File: src/rtl/seq_multiplier_pkg.sv
// Shared types for the sequential shift-add multiplier: FSM state encoding.
package seq_multiplier_pkg;

  localparam int STATE_W = 2;

  typedef enum logic [STATE_W-1:0] {
    IDLE = 2'd0,
    BUSY = 2'd1,
    DONE = 2'd2
  } state_e;

endpackage

File: src/rtl/seq_multiplier_ctrl.sv
// Control for seq_multiplier: FSM, bit counter and registered handshake outputs.
module seq_multiplier_ctrl
  import seq_multiplier_pkg::*;
#(
  parameter int WIDTH = 8,
  parameter int CNT_W = $clog2(WIDTH + 1)
) (
  input  logic clk,
  input  logic rst,
  input  logic in_valid,
  input  logic out_ready,
  output logic in_ready,
  output logic out_valid,
  output logic accept,
  output logic step,
  output logic last_step
);

  localparam logic [CNT_W-1:0] LAST_CNT = CNT_W'(WIDTH - 1);

  state_e           state_q;
  logic [CNT_W-1:0] cnt_q;
  logic             in_ready_q;
  logic             out_valid_q;

  assign in_ready  = in_ready_q;
  assign out_valid = out_valid_q;
  assign accept    = in_valid && in_ready_q;
  assign step      = (state_q == BUSY);
  assign last_step = step && (cnt_q == LAST_CNT);

  // in_ready comes up one cycle after reset release, so it is never high while rst is low.
  always_ff @(posedge clk or negedge rst) begin
    if (!rst) begin
      state_q     <= IDLE;
      cnt_q       <= '0;
      in_ready_q  <= 1'b0;
      out_valid_q <= 1'b0;
    end else begin
      case (state_q)
        IDLE: begin
          if (accept) begin
            state_q    <= BUSY;
            cnt_q      <= '0;
            in_ready_q <= 1'b0;
          end else begin
            in_ready_q <= 1'b1;
          end
        end
        BUSY: begin
          cnt_q <= cnt_q + CNT_W'(1);
          if (cnt_q == LAST_CNT) begin
            state_q     <= DONE;
            out_valid_q <= 1'b1;
          end
        end
        DONE: begin
          if (out_ready) begin
            state_q     <= IDLE;
            out_valid_q <= 1'b0;
            in_ready_q  <= 1'b1;
          end
        end
        default: begin
          state_q     <= IDLE;
          cnt_q       <= '0;
          in_ready_q  <= 1'b0;
          out_valid_q <= 1'b0;
        end
      endcase
    end
  end

endmodule

File: src/rtl/seq_multiplier.sv
// Multi-cycle shift-add multiplier, one multiplier bit per clock, full 2*WIDTH product.
// Define SEQ_MULTIPLIER_SIGNED_EN to honour in_signed (two's complement operands).
module seq_multiplier
  import seq_multiplier_pkg::*;
#(
  parameter int WIDTH = 8
) (
  input  logic               clk,
  input  logic               rst,
  input  logic               in_valid,
  output logic               in_ready,
  input  logic [WIDTH-1:0]   in_a,
  input  logic [WIDTH-1:0]   in_b,
  input  logic               in_signed,
  output logic               out_valid,
  input  logic               out_ready,
  output logic [2*WIDTH-1:0] out_p
);

  localparam int CNT_W = $clog2(WIDTH + 1);

  logic               accept;
  logic               step;
  logic               last_step;

  logic [2*WIDTH-1:0] mcand_q;
  logic [WIDTH-1:0]   mplier_q;
  logic [2*WIDTH-1:0] acc_q;
  logic [2*WIDTH-1:0] acc_d;
  logic [2*WIDTH-1:0] mcand_ext;
  logic [2*WIDTH-1:0] addend;
  logic               sub_step;

  seq_multiplier_ctrl #(
    .WIDTH (WIDTH),
    .CNT_W (CNT_W)
  ) u_ctrl (
    .clk       (clk),
    .rst       (rst),
    .in_valid  (in_valid),
    .out_ready (out_ready),
    .in_ready  (in_ready),
    .out_valid (out_valid),
    .accept    (accept),
    .step      (step),
    .last_step (last_step)
  );

`ifdef SEQ_MULTIPLIER_SIGNED_EN
  logic signed_q;

  always_ff @(posedge clk or negedge rst) begin
    if (!rst) begin
      signed_q <= 1'b0;
    end else if (accept) begin
      signed_q <= in_signed;
    end
  end

  // The multiplier's top bit carries negative weight in two's complement, hence the final subtract.
  always_comb begin
    mcand_ext = {{WIDTH{in_signed & in_a[WIDTH-1]}}, in_a};
    sub_step  = signed_q && last_step;
  end
`else
  logic unused_in_signed;
  assign unused_in_signed = in_signed;

  always_comb begin
    mcand_ext = {{WIDTH{1'b0}}, in_a};
    sub_step  = 1'b0;
  end
`endif

  always_comb begin
    addend = mplier_q[0] ? mcand_q : '0;
    acc_d  = sub_step ? (acc_q - addend) : (acc_q + addend);
  end

  always_ff @(posedge clk or negedge rst) begin
    if (!rst) begin
      mcand_q  <= '0;
      mplier_q <= '0;
      acc_q    <= '0;
    end else if (accept) begin
      mcand_q  <= mcand_ext;
      mplier_q <= in_b;
      acc_q    <= '0;
    end else if (step) begin
      acc_q    <= acc_d;
      mcand_q  <= mcand_q << 1;
      mplier_q <= mplier_q >> 1;
    end
  end

  assign out_p = acc_q;

endmodule

File: config.mk
export PLATFORM = sky130hd
export DESIGN_NAME = seq_multiplier
export DESIGN_NICKNAME = d
export VERILOG_FILES = /design/src/rtl/seq_multiplier_pkg.sv /design/src/rtl/seq_multiplier_ctrl.sv /design/src/rtl/seq_multiplier.sv
export SDC_FILE = /design/constraint.sdc
export NUM_CORES = 1
export LEC_CHECK = 0
export BUFFER_PORTS_ARGS = -buffer_cell sky130_fd_sc_hd__buf_2
export CORE_ASPECT_RATIO = 1.5
export CORE_MARGIN = 1
export CORE_UTILIZATION = 30
export DETAILED_ROUTE_END_ITERATION = 10
export GPL_ROUTABILITY_DRIVEN = 1
export PLACE_DENSITY = 0.43
export SETUP_SLACK_MARGIN = 0.05
export SLEW_MARGIN = 20
export SYNTH_ARGS = -nofsm -noshare
export SYNTH_HDL_FRONTEND = slang
export SYNTH_SLANG_ARGS = --single-unit
File: constraint.sdc
create_clock -name clk -period 2.57 [get_ports clk]
set_clock_uncertainty 0.05 [all_clocks]
set_input_delay 0.514 -clock clk [delete_from_list [all_inputs] [get_ports clk]]
set_output_delay 0.514 -clock clk [all_outputs]
set_load 0.01 [all_outputs]
======== After elaboration in Yosys (flattened, before gate mapping) ========
Index checks and enable logic that the tools add are counted.
word-level totals
  bits in registers ....................... 48
  latch bits .............................. 0
  RAM bits ................................ 0
  memory bits (read-only) ................. 0
  input port bits ......................... 21
  logic and storage cells ................. 44
  memories kept ........................... 0
cells by class
  add/sub/neg operators ................... 2
  $mul .................................... 0
  div/mod/pow operators ................... 0
  magnitude comparators ................... 0
  equality and inequality tests ........... 6
  shift operators ......................... 0
  mux-type cells .......................... 19
  bitwise gates (word level) .............. 3
  reduce and logical (&&, ||, !) cells .... 7
operators with widths
  kind                   count
  $mux W16               5
  $add A16 B16 Y16       1
  $mux W8                2
  $pmux W4 S3            1
  $mux W2                3
  $pmux W1 S3            2
  $pmux W2 S3            1
  $reduce_and A3 Y1      2
  $add A4 B1 Y4 const B  1
  $eq A4 B3 Y1 const B   1
  $mux W1                4
  $mux W4                1
  $ne A2 B2 Y1 const B   2
  $reduce_and A2 Y1      2
  $not A1 Y1             3
  $eq A2 B1 Y1 const B   1
  $eq A2 B2 Y1 const B   1
  $logic_not A2 Y1       1
  $ne A2 B1 Y1 const B   1
  $reduce_bool A2 Y1     1
  $logic_and A1 B1 Y1    1

======== Logic depth before layout (Yosys ltp) ========
  depth after elaboration ................. 4
  depth in mapped cells ................... 11

======== Hierarchy ========
A second synthesis with hierarchy kept.
unflattened totals
  cell total of the unflattened synthesis .. 308
  area total of the unflattened synthesis .. 2,962.8 um^2
modules (own cells, without submodules)
  module               times used  cells an instance  area each (um^2)  sequential area each (um^2)
  seq_multiplier       1           276                2,577.5           1,001.0
  seq_multiplier_ctrl  1           32                 385.4             200.2

======== Worst setup path before layout ========
Ideal clock, no wire load.
  path kind ............................... reg-to-reg
  start point ............................. register mplier_q[0]
  end point ............................... register acc_q[15], in the netlist out_p[15]
  library setup time ...................... 0.136 ns
  data arrival time ....................... 2.181 ns
  slack ................................... 0.203 ns
  stages on the path, launching flop included .. 10
  clock period less this slack ............ 2.367 ns
  cells stage by stage .................... dfrtp_1 > clkbuf_1 > and2_1 > ha_1 > a21o_1 > a31o_1 > a221oi_2 > a21oi_1 > o311ai_1 > o41ai_1
on the way
  word-level cells in the longest chain between the ends .. 4
RTL lines
  item                    line                  text
  start, declared         seq_multiplier.sv:27  logic [WIDTH-1:0] mplier_q;
  start signal, assigned  seq_multiplier.sv:87  mplier_q <= in_b;
  start signal, assigned  seq_multiplier.sv:92  mplier_q <= mplier_q >> 1;
  $mux W16                seq_multiplier.sv:76  addend = mplier_q[0] ? mcand_q : '0;
  $add A16 B16 Y16        seq_multiplier.sv:77  acc_d = sub_step ? (acc_q - addend) : (acc_q + addend);
  $mux W16                seq_multiplier.sv:89  end else if (step) begin
  $mux W16                seq_multiplier.sv:85  end else if (accept) begin
  end signal, assigned    seq_multiplier.sv:84  acc_q <= '0;
  end signal, assigned    seq_multiplier.sv:88  acc_q <= '0;
  end signal, assigned    seq_multiplier.sv:90  acc_q <= acc_d;
  end, declared           seq_multiplier.sv:28  logic [2*WIDTH-1:0] acc_q;
No other way between the ends. The select of a mux whose other input is x is not followed.
A chain may end at the register's enable or synchronous reset.

======== Worst setup path in the final report ========
Same ends and word-level chain as after synthesis.

==> metrics.cfg <==
[run_status]
status = finished, final reports clean

[timing]
tns_ps = 0
rsz0062_at_grt = false
slew_violations = 0
finalSetupViolations = 0
post-route-min-period_ps = 2370
fin_crit_sh_pct = 92.1
hold_violations = 0
fmax_ghz = 0.422
maxSlewHeadroom_pct = 52.1
worstMarginPinSlew_ps = 717

[clock_tree]
cts_root_buffer = clkbuf_16
tritoncts = built
htreeDepth = 2
clkTransAtPathRegs_ps = 70
clk_path_buf_depth = 2
postCtsHoldBufs = 0
numCtsBuffers = 5
clock-sinks = 48
clk_latency_ps = 290

[drt]
drt_iter0_drc = 132
dr_wl_met3_microns = 200
ant_nets = 0
drc = 0
drt_wl_total_microns = 7670
wl_met2_microns = 4220
avgViaCountPerCell = 5.18
top_layer_used = met4
vias = 2568
drt_pass1_iterations = 6
met1_length_microns = 3150
wl_per_cell_microns = 15.5

[synthesis]
async_flop_share_pct = 100
synth_cell_type_count = 41
ys.warnings.count = 0
syn_nets = 371
ys_seq_elements = 48
syn_area_sq_um = 2820
syn-mean-instance-area_sq_um = 8.48
synth_edf_count = 0
ys_seq_area_share_pct = 42.6
synthCells = 333
ys.flop_type = dfrtp_1

[finish]
synthToLayoutAreaGrowth_pct = 23.2
layout-drive-gt1-share_pct = 21.6
antennaDiodeCount = 0
fin_area_sq_um = 3480
final_nets = 421
fin_util_pct = 37.8

[floorplanning]
dieArea_sq_um = 9810
io_pins = 39
die-height_microns = 121
fp.coreArea_sq_um = 9200
die_x_microns = 81.2
num_rows = 43
start_util_pct = 30.7

[critical_path]
crit_fanout = 6
arrival_ps = 2490
crit_path_end_kind = flip-flop
startpoint_type = flip-flop
critical_path_class = reg2reg
critPathRequiredTime_ps = 2690

[placed_design]
place_area_sq_um = 3260
hpwl_microns = 5620
gp_congestion = 0.801
port_buffers = 37

[pwr]
ir_drop_uv = 493
p_leak_uw = 0.00167
power.density_nw_per_um2 = 1230

[global_routing]
grt_pass1_vias = 2528
grt_overflow = 0
grtUsageTotal_pct = 17.2
grt_first_pass_wirelength_microns = 12700
grt_max_degree = 37
antenna_found_initial = 0

[worst_hold_path]
hp-class = in2async

[run]
cap_violations = 0

metrics by stage:
stage / hold WS (ps) / setup slack [ps] / total power [uW] / cells
3_5_place_dp: 438 / 59.7 / 3580 / 487
3_3_place_gp: 439 / 25.8 / 3550 / 487
6_report: 147 / 203 / 4270 / 496
4_1_cts: 168 / 79.0 / 4270 / 495
5_1_grt: 198 / 50.5 / 4690 / 496
2_1_floorplan: 168 / 203 / 2780 / 333
critical path, stage by stage (launching register included):
cell	delay [ps]
dfrtp_2	440
buf_4	150
buf_4	140
and2_1	170
ha_4	290
and4_1	240
o211ai_1	130
and3_2	250
o311ai_1	260
o41ai_1	110
final cells by class:
cell class,instances,area [sq um]
multi-input combinational,263,1610
tap,112,140
fill,976,5720
sequential,48,1200
inverter,6,22.5
clock inverter,3,18.8
clock buffer,5,125
timing repair buffer,59,360
where the power goes:
part           switching (uW)  internal, uW  total [uW]  leakage (uW)
Clock                     312           360         672     0.0000736
Combinational            1280           981        2260      0.000991
Sequential                278          1070        1350      0.000602
worst paths after layout:
kind	startpoint	end	slack (ps)	cells past startpoint
setup reg to reg	mplier_q[0]$_DFFE_PN0P_	out_p[15]$_DFFE_PN0P_	200	9
hold reg to reg	mplier_q[7]$_DFFE_PN0P_	mplier_q[7]$_DFFE_PN0P_	450	1
min in group clk	in_a[0]	mcand_q[0]$_DFFE_PN0P_	390	2
setup / recovery	mplier_q[0]$_DFFE_PN0P_	out_p[15]$_DFFE_PN0P_	200	9
max in group asynchronous	rst	mcand_q[12]$_DFFE_PN0P_	1780	2
hold / removal	rst	mplier_q[4]$_DFFE_PN0P_	150	1
cell usage in the layout (no fill, tap or decap), drive strengths merged, types with 5 or more instances in the layout:
| cell | netlist | layout |
|---|---|---|
| nand2 | 80 | 80 |
| a31oi | 17 | 17 |
| ha | 16 | 16 |
| o21ai | 14 | 14 |
| xnor2 | 6 | 6 |
| a211oi | 5 | 5 |
| a21oi | 26 | 26 |
| buf | 1 | 58 |
| dfrtp | 48 | 48 |
| nand2b | 6 | 6 |
| nand3 | 5 | 5 |
| inv | 6 | 6 |
| nor2 | 30 | 30 |
| clkbuf | 15 | 6 |
| a21o | 5 | 5 |
| and2 | 15 | 15 |
per-layer routing:
layer / vias up / GRT usage [%]
li1: 1259 / -
met1: 1260 / 20.3
met2: 43 / 30.8
met3: 6 / 3.17
met4: 0 / 5.36
met5: - / 0
flip-flops by register name, indices dropped and copies added (netlist names):
| register | flops |
|---|---|
| mcand_q | 16 |
| out_p | 16 |
| mplier_q | 8 |
| u_ctrl.cnt_q | 4 |
| u_ctrl.state_q | 2 |
| u_ctrl.in_ready | 1 |
| u_ctrl.out_valid | 1 |
synth_stat cells (2+ instances only):
master	n	area, sq um
nor2_1	30	113
a211oi_1	5	37.5
ha_1	16	200
xnor2_1	6	52.6
dfrtp_1	48	1200
nor2b_1	2	12.5
o21ai_0	7	35.0
mux2i_1	3	30.0
nand2b_1	6	37.5
a21oi_1	26	130
and2_1	15	93.8
a22o_1	3	26.3
a21o_1	5	37.5
nand3_1	5	25.0
o22ai_1	3	18.8
and4_1	2	17.5
o41ai_1	2	17.5
a31oi_1	17	106
o311ai_1	2	17.5
clkbuf_1	15	56.3
inv_1	6	22.5
o21a_1	2	15.0
nand2_1	80	300
o21ai_1	7	35.0
xor2_1	4	35.0
timing repair:
action / 4_1_cts / 5_1_grt
endpoints found under the setup margin: 1 / 5
gates resized for setup: 1 / 11
pin swaps: 0 / 3
endpoints found under the hold margin: 0 / 0
setup buffers: 0 / 1
logic make-up after synthesis:
kind of cell,count (synthesis),synth area share [%]
flops,48,42.6
buf+inv,22,2.93
simple gates,144,22.1
fa+ha+maj,17,7.80
xor+xnor,10,3.10
compound gates,89,20.4
mux,3,1.06
Note: power is estimated with default switching activity, not from simulation.
